**src/rtl/ntt_pkg.sv**
```systemverilog
// Shared types and constants for the NTT butterfly sequencer.
package ntt_pkg;
  typedef enum logic [1:0] {IDLE, RUN, DRAIN, DONE} state_t;

  localparam logic [2:0] OP_BFLY  = 3'b011;
  localparam logic [2:0] OP_ADD   = 3'b000;
  localparam int         PIPE_LAT = 2;
endpackage

```
**src/rtl/ntt_addr_gen.sv**
```systemverilog
// Combinational Cooley-Tukey butterfly address / twiddle index generator.
module ntt_addr_gen #(
  parameter int LOG_N = 3,
  parameter int SW    = (LOG_N > 1) ? $clog2(LOG_N) : 1
) (
  input  logic [SW-1:0]    stage,
  input  logic [LOG_N-2:0] j,
  output logic [LOG_N-1:0] addr_a,
  output logic [LOG_N-1:0] addr_b,
  output logic [LOG_N-2:0] tw_addr
);
  logic [LOG_N-1:0] j_ext, half, k;

  always_comb begin
    j_ext   = {1'b0, j};
    half    = LOG_N'(1) << stage;
    k       = j_ext & (half - LOG_N'(1));
    // group base = (j >> s) * 2^(s+1); shifted in two steps so s+1 never overflows SW bits
    addr_a  = (((j_ext >> stage) << stage) << 1) | k;
    addr_b  = addr_a + half;
    tw_addr = (LOG_N-1)'(k << (LOG_N - 1 - stage));
  end
endmodule

```
**src/rtl/ntt_bf_sequencer.sv**
```systemverilog
// In-place radix-2 NTT sequencer feeding ntt_arith_unit and writing results back.
// Optional NTT_CYCLE_CNT_EN adds a saturating busy-cycle counter output.
module ntt_bf_sequencer
  import ntt_pkg::*;
#(
  parameter int LOG_N  = 3,
  parameter int DATA_W = 64
) (
  input  logic              clk,
  input  logic              rst,
  input  logic              start,
  input  logic [DATA_W-1:0] q_in,
  input  logic [DATA_W-1:0] mu_in,
  output logic              busy,
  output logic              done,
  output logic              rd_en,
  output logic [LOG_N-1:0]  rd_addr_a,
  output logic [LOG_N-1:0]  rd_addr_b,
  input  logic [DATA_W-1:0] rd_data_a,
  input  logic [DATA_W-1:0] rd_data_b,
  output logic [LOG_N-2:0]  tw_addr,
  input  logic [DATA_W-1:0] tw_data,
  output logic [2:0]        au_opcode,
  output logic [DATA_W-1:0] au_op_a,
  output logic [DATA_W-1:0] au_op_b,
  output logic [DATA_W-1:0] au_op_w,
  output logic [DATA_W-1:0] au_op_q,
  output logic [DATA_W-1:0] au_op_mu,
  input  logic [DATA_W-1:0] au_res_1,
  input  logic [DATA_W-1:0] au_res_2,
  output logic              wr_en,
  output logic [LOG_N-1:0]  wr_addr_a,
  output logic [LOG_N-1:0]  wr_addr_b,
  output logic [DATA_W-1:0] wr_data_a,
  output logic [DATA_W-1:0] wr_data_b
`ifdef NTT_CYCLE_CNT_EN
  , output logic [15:0]     cycle_cnt
`endif
);
  localparam int SW = (LOG_N > 1) ? $clog2(LOG_N) : 1;
  localparam logic [SW-1:0] LAST_STAGE = SW'(LOG_N - 1);

  state_t               state, next;
  logic [SW-1:0]        stage;
  logic [LOG_N-2:0]     j;
  logic                 drain_cnt;
  logic [DATA_W-1:0]    q_lat, mu_lat;
  logic [LOG_N-1:0]     ag_a, ag_b;
  logic [LOG_N-2:0]     ag_tw;
  logic [PIPE_LAT:1]    vld_pipe;
  logic [PIPE_LAT:1][LOG_N-1:0] wa_pipe, wb_pipe;

  ntt_addr_gen #(.LOG_N(LOG_N), .SW(SW)) u_addr_gen (
    .stage  (stage),
    .j      (j),
    .addr_a (ag_a),
    .addr_b (ag_b),
    .tw_addr(ag_tw)
  );

  always_ff @(posedge clk) begin
    if (rst) state <= IDLE;
    else     state <= next;
  end

  always_comb begin
    next      = state;
    busy      = 1'b0;
    done      = 1'b0;
    rd_en     = 1'b0;
    au_opcode = OP_ADD;
    case (state)
      IDLE:  if (start) next = RUN;
      RUN: begin
        busy      = 1'b1;
        rd_en     = 1'b1;
        au_opcode = OP_BFLY;
        if (j == '1) next = DRAIN;
      end
      DRAIN: begin
        busy      = 1'b1;
        au_opcode = OP_BFLY;
        if (drain_cnt) next = (stage == LAST_STAGE) ? DONE : RUN;
      end
      DONE:    begin done = 1'b1; next = IDLE; end
      default: next = IDLE;
    endcase
  end

  always_ff @(posedge clk) begin
    if (rst) begin
      stage     <= '0;
      j         <= '0;
      drain_cnt <= 1'b0;
      q_lat     <= '0;
      mu_lat    <= '0;
    end else begin
      case (state)
        IDLE: if (start) begin
          q_lat  <= q_in;
          mu_lat <= mu_in;
          stage  <= '0;
          j      <= '0;
        end
        RUN: begin
          j         <= j + 1'b1;   // wraps to 0 on the last butterfly
          drain_cnt <= 1'b0;
        end
        DRAIN: begin
          drain_cnt <= ~drain_cnt;
          if (drain_cnt) stage <= (stage == LAST_STAGE) ? '0 : stage + 1'b1;
        end
        default: ;
      endcase
    end
  end

  assign rd_addr_a = rd_en ? ag_a  : '0;
  assign rd_addr_b = rd_en ? ag_b  : '0;
  assign tw_addr   = rd_en ? ag_tw : '0;

  // Issue addresses ride alongside the read/arith latency to become write addresses.
  always_ff @(posedge clk) begin
    if (rst) begin
      vld_pipe <= '0;
      wa_pipe  <= '0;
      wb_pipe  <= '0;
    end else begin
      vld_pipe <= {vld_pipe[PIPE_LAT-1:1], rd_en};
      wa_pipe  <= {wa_pipe[PIPE_LAT-1:1], rd_addr_a};
      wb_pipe  <= {wb_pipe[PIPE_LAT-1:1], rd_addr_b};
    end
  end

  assign wr_en     = vld_pipe[PIPE_LAT];
  assign wr_addr_a = wa_pipe[PIPE_LAT];
  assign wr_addr_b = wb_pipe[PIPE_LAT];
  assign wr_data_a = au_res_1;
  assign wr_data_b = au_res_2;

  assign au_op_a  = rd_data_a;
  assign au_op_b  = rd_data_b;
  assign au_op_w  = tw_data;
  assign au_op_q  = q_lat;
  assign au_op_mu = mu_lat;

`ifdef NTT_CYCLE_CNT_EN
  always_ff @(posedge clk) begin
    if (rst)                              cycle_cnt <= '0;
    else if (state == IDLE && start)      cycle_cnt <= '0;
    else if (busy && cycle_cnt != '1)     cycle_cnt <= cycle_cnt + 16'd1;
  end
`endif
endmodule
```
**config.mk**
```make
export PLATFORM = sky130hd
export DESIGN_NAME = ntt_bf_sequencer
export DESIGN_NICKNAME = d
export VERILOG_FILES = /design/src/rtl/ntt_pkg.sv /design/src/rtl/ntt_addr_gen.sv /design/src/rtl/ntt_bf_sequencer.sv
export SDC_FILE = /design/constraint.sdc
export NUM_CORES = 1
export LEC_CHECK = 0
export BUFFER_PORTS_ARGS = -buffer_cell sky130_fd_sc_hd__buf_2
export CORE_AREA = 5 5 354 356
export CTS_BUF_LIST = sky130_fd_sc_hd__clkbuf_4
export CTS_CLUSTER_SIZE = 25
export DETAILED_ROUTE_END_ITERATION = 10
export DIE_AREA = 0 0 359 361
export HOLD_SLACK_MARGIN = 0.08
export SLEW_MARGIN = 20
export SYNTH_ARGS = -nofsm -noshare
export SYNTH_HDL_FRONTEND = slang
export SYNTH_SLANG_ARGS = --single-unit
```
**constraint.sdc**
```tcl
create_clock -name clk -period 2 [get_ports clk]
set_input_delay 0.2 -clock clk [delete_from_list [all_inputs] [get_ports clk]]
set_output_delay 0.2 -clock clk [all_outputs]
set_load 0.01 [all_outputs]
```
==> run_results.csv, run 1 <==
group,metric,value,unit
status,status,"finished with violations",
status,violations,"setup timing",
placement,port_buffers,278,
clocking,cts_tree,"yes",
placement,dpl.hpwl,41600,um
pwr,powerDensity,802,nW/um^2
placement,place.gp.congestion,0.880,
logic_synthesis,yosys.cell_types.count,35,
die,coreArea,121000,sq um
final_layout,layout_commonest_cell,"buf_2",
timing,finalHoldViolCount,0,
logic_synthesis,seq_area_frac_synth,0.370,
global_route,grt_pass1_wl,68800,um
global_route,grt_pass1_vias,7764,
timing,final_max_slew_viol_count,0,
clocking,clock-sinks,149,
routing,drc_errors,0,
min_path,hp-class,"input port to flip-flop",
worst_setup_path,required,2680,ps
die,io_pins,920,
timing,min_period,2410,ps
worst_setup_path,cp_max_fo,5,
clocking,clock_latency,750,ps
clocking,clk_pin_slew,140,ps
die,initial_core_util,0.0664,
logic_synthesis,syn_area,8060,sq um
global_route,grt_max_degree,68,
routing,vias,7390,
timing,post-route-period-util,1.20,
timing,setup_tns,-1680,ps
final_layout,drive_gt1_frac,0.330,
logic_synthesis,yosysTopAreaCell,"dfxtp_1",
die,dieArea,130000,sq um
global_route,antenna_found_initial,3,
timing,setup_slack,-406,ps
logic_synthesis,ys_ff_latch,149,
routing,drt-total-wl,52800,um
run,maxCapViolCount,0,
placement,post-place-ws,185,ps
worst_setup_path,worst_setup_path_start_kind,"flip-flop",
logic_synthesis,syn_area_per_cell,8.15,sq um
logic_synthesis,synthSimpleGateAreaFrac,0.151,
clocking,cts.path.max_buffers,2,
logic_synthesis,synth_area_leaders,"dfxtp_1, buf_4, nand2_1",
logic_synthesis,ys_warn_count,0,
pwr,peakVddDrop,0.476,mV
die,die_x,359,um
clocking,cts_max_level,4,
routing,antenna_left,0,
logic_synthesis,synth-compound-area-share,0.102,
timing,fmax,416,MHz
routing,drt-wirelength-per-cell,18.5,um
routing,dr.pass1.iters,4,
logic_synthesis,synth.top_cell.area_share,0.370,
logic_synthesis,synth-xor-area-share,0.00109,
timing,worst_slew_pin_slew,548,ps
final_layout,layout_common_cells,"buf_2, nand2_1, dlygate4sd3_1",
logic_synthesis,syn_inst,989,
routing,first_iter_violations,327,
logic_synthesis,synth_top_family_by_area,"buffers and inverters",
timing,fin_skew,38.4,ps
worst_setup_path,worstPathArrival,3080,ps
pwr,power.total,9.76,mW
routing,via_per_inst,2.59,
final_layout,fin_nets,1664,
global_route,grt.overflow.total,0,
die,die_h,361,um
logic_synthesis,muxShareOfSynthArea,0.00264,
worst_setup_path,crit_type,"flip-flop to flip-flop",
final_layout,areaGrowthSynthToFinish,50.9,%
worst_setup_path,endpoint_kind,"flip-flop",
logic_synthesis,synth_nets,1450,
timing,final-setup-viol-count,8,
timing,relSlewSlack,0.635,
timing,rsz0062_at_grt,"yes",
clocking,cts_root_buffer,"clkbuf_4",
worst_setup_path,r2r_setup_slack,-410,ps
pwr,p_leak,4.74,nW
clocking,cts_made_buffers,17,
global_route,grt_util_all_layers,0.0790,
die,row_count,128,
logic_synthesis,synth_fa_ha_area_frac,0.0155,
==> state kept, by name, summed over array words and instances, names as in the netlist <==
| signal | count |
|---|---|
| au_op_mu | 64 |
| au_op_q | 64 |
| drain_cnt | 1 |
| j | 2 |
| stage | 2 |
| state | 2 |
| vld_pipe | 2 |
| wa_pipe | 3 |
| wb_pipe | 3 |
| wr_addr_a | 3 |
| wr_addr_b | 3 |
==> worst max-delay path, cell delays in order (launching register included) <==
cell	delay, ps
dfxtp_4	380
buf_8	130
ha_4	170
xnor2_2	240
a21oi_2	120
buf_4	150
buf_6	110
buf_6	110
buf_6	100
buf_6	100
buf_6	100
buf_6	100
buf_6	100
buf_6	100
buf_6	100
buf_4	120
nor2_1	90
==> cell families after synthesis <==
kind of cell,after synthesis
XOR/XNOR,1
other,1
flip-flops,149
multiplexers,2
buffers and inverters,379
adder cells (fa/ha/maj),10
AND/OR/NAND/NOR,304
AO/OA/AOI/OAI,143
==> where the power goes <==
group	total (mW)	internal (mW)	switching, mW	leakage (nW)
combinational	3.79	1.72	2.06	3.36
sequential	3.75	3.46	0.287	1.22
clock	2.23	0.791	1.44	0.153
total	9.76	5.97	3.79	4.74
==> cell type report <==
cell class / count / area [sq um]
fill: 13900 / 109000
clock inverter: 13 / 150
clock buffer: 19 / 143
inverter: 6 / 30.0
antenna: 11 / 27.5
multi-input combinational: 461 / 2350
sequential: 149 / 3000
timing repair buffer: 568 / 4430
tap: 1625 / 2030
==> per-layer routing <==
metal | GRT usage | vias up | share of wire
met3 | 0.0983 | 83 | 0.25
li1 | - | 3230 | -
met1 | 0.0517 | 3301 | 0.24
met4 | 0.0269 | 6 | 0.029
met2 | 0.131 | 770 | 0.47
met5 | 0.0138 | - | 0.0048
==> Yosys cell counts, drive strengths merged <==
library cell    n
buf           360
nand2         261
dfxtp         149
a21oi         134
clkbuf         13
nor2           13
nor2b          13
ha             10
inv             6
nand2b          3
nand4           3
and3            2
o311a           2
o31ai           2
or2b            2
a211oi          1
a311oi          1
a31oi           1
a32oi           1
a41o            1
and2            1
conb            1
mux2            1
mux2i           1
nand3           1
nand3b          1
nor3            1
nor3b           1
or2             1
or3             1
xnor2           1
==> repair_timing <==
action                                  4_1_cts  5_1_grt
endpoints found under the setup margin       13       12
buffers inserted                             23        5
pin swaps                                    10        2
hold buffers                                250        0
resized for setup                            62       11
hold endpoints to repair                    149        0
==> stage by stage <==
stage / area, sq um / util / instances / hold WS (ps)
floorplan: 8060 / - / 989 / 336
global placement: 8860 / 0.0730 / 2532 / 400
detailed placement: 8860 / 0.0730 / 2532 / 400
CTS: 12100 / 0.0994 / 2837 / 83.8
global route: 12200 / 0.100 / 2851 / 128
finish: 12200 / 0.100 / 2852 / 298
==> worst paths after layout <==
| kind | startpoint | to | cells after the start |
|---|---|---|---|
| setup / recovery | stage[0]$_SDFFE_PP0P_ | wa_pipe[1]$_SDFF_PP0_ | 16 |
| hold reg to reg | wa_pipe[0]$_SDFF_PP0_ | wr_addr_a[0]$_SDFF_PP0_ | 1 |
| hold / removal | mu_in[49] | au_op_mu[49]$_SDFFE_PP0P_ | 4 |
| setup reg to reg | stage[0]$_SDFFE_PP0P_ | wa_pipe[1]$_SDFF_PP0_ | 16 |
Note: power is estimated with default switching activity, not from simulation.
==> run 2: changes to the inputs <==
--- a/config.mk
+++ b/config.mk
@@ -12,6 +12,7 @@
 export DETAILED_ROUTE_END_ITERATION = 10
 export DIE_AREA = 0 0 359 361
 export HOLD_SLACK_MARGIN = 0.08
+export PLACE_DENSITY_LB_ADDON = 0.1
 export SLEW_MARGIN = 20
 export SYNTH_ARGS = -nofsm -noshare
 export SYNTH_HDL_FRONTEND = slang
==> run 2 against run 1 <==
- the flow still finishes with violations (setup timing)
- via count is 6.2% lower
- sequential share of layout area hardly changed
- clock power is 11% lower
- count of clock-buffer cells in the layout is 1 lower
- utilization hardly changed
- sequential power hardly changed
- total power is 2.1% lower
- first-iteration DRC count is 49% lower
- largest cell class unchanged
==> run_results.csv, run 2 (same netlist as run 1, synthesis figures left out) <==
group,metric,value,unit
timing,finalHoldViolCount,0,
min_path,min_from,"rst",
min_path,hp-class,"input port to flip-flop",
pwr,netSwitchingFraction,0.394,
timing,setup_tns,-1160,ps
timing,relSlewSlack,0.664,
routing,antenna_left,0,
die,dieArea,130000,sq um
pwr,p_clk_frac,0.208,
final_layout,layout_commonest_cell,"buf_2",
clocking,cts.path.max_buffers,2,
pwr,sequentialPowerShare,0.391,
pwr,powerDensity,784,nW/um^2
worst_setup_path,critPathLaunch,"stage[1]$_SDFFE_PP0P_",
die,coreArea,121000,sq um
final_layout,drive_gt1_frac,0.327,
die,die_x,359,um
clocking,clock_latency,800,ps
timing,fmax,444,MHz
die,initial_core_util,0.0664,
placement,place.gp.congestion,0.631,
clocking,clk_pin_slew,160,ps
timing,final_max_slew_viol_count,0,
global_route,grt.overflow.total,0,
worst_setup_path,worst_setup_path_start_kind,"flip-flop",
timing,min_period,2250,ps
worst_setup_path,crit_type,"flip-flop to output port",
die,row_count,128,
routing,dr.pass1.iters,4,
worst_setup_path,endpoint_kind,"output port",
timing,fin_skew,33.4,ps
clocking,cts_made_buffers,17,
clocking,cts_root_buffer,"clkbuf_4",
routing,drc_errors,0,
worst_setup_path,worstPathArrival,2050,ps
die,io_pins,920,
global_route,grt_util_all_layers,0.0525,
timing,post-route-period-util,1.13,
global_route,antenna_found_initial,7,
pwr,p_leak,4.76,nW
pwr,p_comb_frac,0.402,
timing,final-setup-viol-count,10,
worst_setup_path,rr_startpoint,"state[0]$_SDFFE_PP0P_",
timing,worst_slew_pin_slew,505,ps
worst_setup_path,cp_max_fo,4,
status,status,"finished with violations",
routing,drt-total-wl,33700,um
worst_setup_path,required,1800,ps
global_route,grt_max_degree,59,
placement,post-place-ws,270,ps
clocking,cts_max_level,4,
final_layout,layout_common_cells,"buf_2, nand2_1, dlygate4sd3_1",
routing,via_per_inst,2.43,
run,maxCapViolCount,0,
routing,first_iter_violations,167,
final_layout,final_cells,2857,
placement,dpl.hpwl,23800,um
global_route,grt_pass1_wl,49300,um
routing,drt-wirelength-per-cell,11.8,um
final_layout,nFillCells,14300,
timing,rsz0062_at_grt,"yes",
pwr,p_sw,3.76,mW
routing,vias,6933,
status,violations,"setup timing",
final_layout,areaGrowthSynthToFinish,51.1,%
timing,setup_slack,-253,ps
pwr,peakVddDrop,0.400,mV
global_route,grt_pass1_vias,7349,
die,die_h,361,um
pwr,p_int,5.79,mW
placement,port_buffers,278,
clocking,clock-sinks,149,
placement,post-place-cells,2545,
final_layout,fin_nets,1675,
clocking,cts_tree,"yes",
-- run 2: routing by layer --
| metal | global-route usage | routed length, um | part of all wire |
|---|---|---|---|
| met3 | 0.0281 | 3200 | 0.095 |
| met2 | 0.0817 | 15400 | 0.46 |
| met1 | 0.0515 | 12600 | 0.37 |
| met4 | 0.0444 | 2470 | 0.073 |
| met5 | 0.00254 | 49 | 0.0015 |
-- run 2: worst paths after layout --
| path | slack [ps] | end | cells after the start |
|---|---|---|---|
| max | -250 | tw_addr[1] | 7 |
| max reg2reg | 300 | au_op_q[62]$_SDFFE_PP0P_ | 8 |
| min reg2reg | 430 | wr_addr_a[0]$_SDFF_PP0_ | 1 |
| min | 340 | au_op_q[19]$_SDFFE_PP0P_ | 3 |
-- run 2: power groups by stage --
| stage | logic (mW) | registers [mW] | clock network [mW] |
|---|---|---|---|
| 2_1_floorplan | 2.38 | 3.97 | 0 |
| 3_3_place_gp | 3.31 | 3.79 | 0 |
| 3_5_place_dp | 3.28 | 3.79 | 0 |
| 4_1_cts | 3.94 | 3.74 | 2.31 |
| 5_1_grt | 4.29 | 3.80 | 2.39 |
| 6_report | 3.84 | 3.73 | 1.98 |
-- run 2: cell type report --
| cell class | instances | area, sq um | area share |
|---|---|---|---|
| clock buffer | 18 | 135 | 0.0111 |
| antenna | 8 | 20.0 | 0.00164 |
| inverter | 6 | 32.5 | 0.00267 |
| timing repair buffer | 579 | 4500 | 0.370 |
| clock inverter | 11 | 90.1 | 0.00739 |
| multi-input combinational | 461 | 2370 | 0.195 |
| tap | 1625 | 2030 | 0.167 |
| sequential | 149 | 3000 | 0.246 |
-- run 2: per-stage QoR --
step / hold slack (ps) / util / power (mW) / area, sq um
detailed placement: 400 / 0.0738 / 7.07 / 8950
global route: 145 / 0.100 / 10.5 / 12200
finish: 342 / 0.100 / 9.55 / 12200
global placement: 400 / 0.0738 / 7.10 / 8950
floorplan: 336 / - / 6.34 / 8060
CTS: 88.5 / 0.0993 / 9.99 / 12100
-- run 2: timing repair --
item	4_1_cts	5_1_grt
pin swaps	9	12
endpoints found under the hold margin	149	0
setup endpoints to repair	13	13
hold buffers	259	0
resized for setup	53	13
buffers inserted	9	8
-- run 2: worst max-delay path, stage by stage, from the launching register on --
cell     delay [ps]
dfxtp_2         380
inv_4            60
ha_4            170
buf_12          130
xnor2_4         150
nand3_2         100
a21oi_2         150
buf_2           140
